### src/rtl/universal_shift_reg.sv
// universal_shift_reg: N-bit register with hold/load/shift/rotate/ASR/clear modes,
// selectable active clock edge, and registered zero/carry flags.
module universal_shift_reg #(
    parameter int          WIDTH     = 8,
    parameter bit          CLK_NEG   = 1'b1,
    parameter logic [31:0] RESET_VAL = 32'd0
) (
    input  logic             clk,
    input  logic             reset,
    input  logic             en,
    input  logic [2:0]       mode,
    input  logic [WIDTH-1:0] D,
    input  logic             sin_l,
    input  logic             sin_r,
    output logic [WIDTH-1:0] Q,
    output logic             sout_l,
    output logic             sout_r,
    output logic             zero,
    output logic             carry
);
    localparam logic [WIDTH-1:0] RST_Q    = RESET_VAL[WIDTH-1:0];
    localparam logic [2:0]       M_HOLD   = 3'b000;
    localparam logic [2:0]       M_LOAD   = 3'b001;
    localparam logic [2:0]       M_SHL    = 3'b010;
    localparam logic [2:0]       M_SHR    = 3'b011;
    localparam logic [2:0]       M_ROL    = 3'b100;
    localparam logic [2:0]       M_ROR    = 3'b101;
    localparam logic [2:0]       M_ASR    = 3'b110;
    localparam logic [2:0]       M_CLR    = 3'b111;

    logic [WIDTH-1:0] q_q, q_d;
    logic             carry_q, carry_d;
    logic             zero_q, zero_d;

    always_comb begin
        q_d     = q_q;
        carry_d = carry_q;
        if (en) begin
            case (mode)
                M_HOLD: ;
                M_LOAD: begin q_d = D;                             carry_d = 1'b0;           end
                M_SHL:  begin q_d = {q_q[WIDTH-2:0], sin_l};       carry_d = q_q[WIDTH-1];   end
                M_SHR:  begin q_d = {sin_r, q_q[WIDTH-1:1]};       carry_d = q_q[0];         end
                M_ROL:  begin q_d = {q_q[WIDTH-2:0], q_q[WIDTH-1]}; carry_d = q_q[WIDTH-1];  end
                M_ROR:  begin q_d = {q_q[0], q_q[WIDTH-1:1]};      carry_d = q_q[0];         end
                M_ASR:  begin q_d = {q_q[WIDTH-1], q_q[WIDTH-1:1]}; carry_d = q_q[0];        end
                M_CLR:  begin q_d = '0;                            carry_d = 1'b0;           end
                default: ;
            endcase
        end
        // Flag tracks the next Q so it lands on the same edge as the data.
        zero_d = ~|q_d;
    end

    generate
        if (CLK_NEG) begin : g_neg
            always_ff @(negedge clk or posedge reset) begin
                if (reset) begin
                    q_q     <= RST_Q;
                    carry_q <= 1'b0;
                    zero_q  <= (RST_Q == '0);
                end else begin
                    q_q     <= q_d;
                    carry_q <= carry_d;
                    zero_q  <= zero_d;
                end
            end
        end else begin : g_pos
            always_ff @(posedge clk or posedge reset) begin
                if (reset) begin
                    q_q     <= RST_Q;
                    carry_q <= 1'b0;
                    zero_q  <= (RST_Q == '0);
                end else begin
                    q_q     <= q_d;
                    carry_q <= carry_d;
                    zero_q  <= zero_d;
                end
            end
        end
    endgenerate

    assign Q      = q_q;
    assign sout_l = q_q[WIDTH-1];
    assign sout_r = q_q[0];
    assign zero   = zero_q;
    assign carry  = carry_q;
endmodule
### config.mk
export PLATFORM = sky130hd
export DESIGN_NAME = universal_shift_reg
export DESIGN_NICKNAME = d
export VERILOG_FILES = /design/src/rtl/universal_shift_reg.sv
export SDC_FILE = /design/constraint.sdc
export NUM_CORES = 1
export LEC_CHECK = 0
export ABC_AREA = 1
export BUFFER_PORTS_ARGS = -buffer_cell sky130_fd_sc_hd__buf_2
export CAP_MARGIN = 25
export CORE_ASPECT_RATIO = 1.25
export CORE_UTILIZATION = 44
export CTS_CLUSTER_DIAMETER = 120
export DETAILED_ROUTE_END_ITERATION = 12
export GPL_TIMING_DRIVEN = 1
export PLACE_DENSITY = 0.86
export SLEW_MARGIN = 10
export SYNTH_ARGS = -nofsm -noshare
export SYNTH_HDL_FRONTEND = slang
export SYNTH_SLANG_ARGS = --single-unit
### constraint.sdc
create_clock -name clk -period 1 [get_ports clk]
set_input_delay 0.2 -clock clk [delete_from_list [all_inputs] [get_ports clk]]
set_output_delay 0.2 -clock clk [all_outputs]
set_load 0.03 [all_outputs]
# Word level (Yosys, flattened, before mapping)

Index checks and enable logic that the tools add are counted.

Muxes and demuxes: 3
Equality and inequality tests: 7
Reduce and logical (&&, ||, !) cells: 7

Operator list:

| kind                                                                   | number |
|---|---|
| 8-bit case mux with 7 select lines                                     | 1 |
| 3-bit equality test (second input constant)                            | 4 |
| 8-bit two-way mux                                                      | 1 |
| 8-bit OR reduction                                                     | 1 |
| 3-bit by 2-bit equality test with 1-bit output (second input constant) | 2 |
| 2-bit OR reduction                                                     | 2 |
| 3-bit by 1-bit equality test with 1-bit output (second input constant) | 1 |
| 1-bit case mux with 3 select lines                                     | 1 |
| 3-bit nonzero test                                                     | 1 |
| 3-bit OR reduction                                                     | 1 |
| 2-bit AND reduction                                                    | 1 |
| 1-bit zero test                                                        | 1 |

Bits of input ports: 16
Register bits after elaboration: 10
Logic and storage cells: 20
Output and inout port bits: 12

# Depth between registers and ports, before layout

Depth in word-level cells: 5
Depth in mapped cells: 11
Depth with buffers taken out: 10

==> results.ini <==
[placed_design]
dpl-instance-area_mm2=0.001056
io_buffers=27
place.gp.congestion=0.7636
dp_hpwl_um=1593

[sta]
rsz0062_at_grt=true
fin_skew_ns=0.04502
slew_headroom_pct=85.89
report.final.hold_viol_count=0
setup_viol=22
slew_viol_final=0
fin_ws_ns=-0.6455
whs_ns=0.3320
tightest_slew_ns=0.2112
setup-tns-final_ns=-10.29

[critical_path]
crit_path_start_kind=flip-flop
worstPathArrival_ns=1.45
slowest_stage=dfstp_2
crit_buf_inv=1
required_ns=0.80
path_class=flip-flop to primary output
critPathMaxFanout=1
end_kind=primary output
crit_family=flip-flops
max_stage_delay_ns=0.51
path_cells=buf_6

[grt]
grt_use_total_pct=25.26
grt_max_degree=9
grt_pass1_vias=913
grt_overflow_total=0
grt_pass1_wl_um=3553
antenna_found_initial=0

[die]
start_util_pct=46.48
die_w_um=40.40
core_mm2=0.001744
io_pins=28
fp-row-count=17
die_area_mm2=0.002020
die-height_um=50.00

[routing]
vias=1032
wl_um=2526
route.detailed.wl_per_inst_um=12.82
via_per_inst=5.239
ant_nets=0
drt_iter0_drc=40
drt-pass1-iter-count=8
drc=0

[clock_tree]
cts_tree=built
cts_buffers=3
clk_latency_ns=0.31
clk_pin_slew_ns=0.05
htreeDepth=1
clockRootBuffer=clkbuf_4
clock_sinks=10
clockBufferDepth=2

[yosys]
ys_seq_area_share_pct=31.02
yosysWarnings=0
yosys-top-cells-area=dfrtn_1, nand2_1, nand3_1
synthDistinctLibCells=20
ys_seq_elements=10
synthArstFlopShare_pct=100.0
synth_edf_count=0
yosys-top-cells-count=nand2_1, inv_1, nand3_1, nor2_1, dfrtn_1
syn_nets=141
syn_inst=125
synth.most_common_cell=nand2_1
synth.cell_area_um2=810.8
synth_ff_type=dfrtn_1
synth_top_area_cell=dfrtn_1
syn_area_per_cell_um2=6.486
yosysTopAreaCellShare_pct=27.78

[status]
status=complete, but fails checks
violations=negative setup slack

[pwr]
p_int_mw=1.061
p_seq_share_pct=30.1
p_per_area_mw_per_mm2=1291
p_sw_uw=680.4
p_leak_nw=0.7498
power.share.clock_pct=16.7
irDropWorstVdd_v=0.0009427
swShare_pct=39.07
pwr-share-comb_pct=53.2

[finish]
area_growth_pct=66.36
diodes=0
nets=195
drive_above_1_share_pct=45.51
postLayoutCoreUtil_pct=77.33
final_area_mm2=0.001349

[job]
max_cap_viol_count=0

[min_path]
hp-class=primary input to async pin

==> kinds of logic after synthesis <==
group / after synthesis / share of synthesized area, %
buffers and inverters: 28 / 15.90
and+or+nand+nor: 83 / 50.31
DFF: 10 / 31.02
AOI/OAI and AO/OA: 4 / 2.778
==> flip-flops by register name, summed over array words and instances (netlist names) <==
name   count
Q          8
carry      1
zero       1
==> layout make-up <==
class	instances	area [um2]
clock buffer	4	26.28
clock inverter	1	3.754
fill	113	395.4
inverter	23	96.34
multi-input combinational	88	503.0
sequential	10	251.5
tap	19	23.77
timing repair buffer	51	437.9
timing repair inverter	1	6.256
==> worst paths after layout <==
check	from	end	slack, ns	depth (start not counted)
hold reg to reg	carry	carry	0.59	3
hold / removal	reset	carry	0.33	3
setup / recovery	zero	zero	-0.65	1
max in group asynchronous	reset	Q[4]	0.52	3
min in group clk	carry	carry	0.59	3
setup reg to reg	Q[0]	zero	-0.26	10
==> metrics by stage <==
step	power (mW)	worst slack, ns	instances
floorplan	0.9740	-0.6619	125
global placement	1.193	-0.8080	183
finish	1.742	-0.6455	197
detailed placement	1.208	-0.8672	183
global route	1.836	-0.6933	197
CTS	1.675	-0.6575	192
==> power by group through the flow <==
stage | registers (mW) | logic (mW) | clock network [mW]
2_1_floorplan | 0.654 | 0.308 | 0.0125
3_3_place_gp | 0.507 | 0.674 | 0.0125
3_5_place_dp | 0.509 | 0.686 | 0.0125
4_1_cts | 0.521 | 0.848 | 0.306
5_1_grt | 0.531 | 0.982 | 0.323
6_report | 0.524 | 0.927 | 0.291
==> cells in the final DEF (no fill, tap or decap), types with 2 or more instances in the layout <==
cell type / instances
nand2_2: 6
nor2_1: 15
inv_2: 3
nand3_1: 12
inv_4: 2
clkbuf_4: 3
buf_6: 16
nand3_2: 5
buf_4: 21
nand2_1: 32
buf_2: 12
inv_1: 19
dfrtn_1: 9
nand2_4: 2
buf_12: 2
or2_0: 6
nand3_4: 2
==> timing repair <==
item                                    in CTS  in global routing
cloned                                       2                  0
setup buffers                                3                  5
endpoints found under the setup margin      22                 22
hold buffers                                 0                  0
resized for setup                           50                  7
pin swaps                                   12                  3
==> metal layers <==
layer	track usage, %	vias up	share of wire, %
met5	0	-	0
met4	9.444	0	1.3
met3	4.955	10	7.1
met2	46.56	66	57
met1	25.29	470	35
li1	-	486	-
Power figures use the tool's default switching activity.
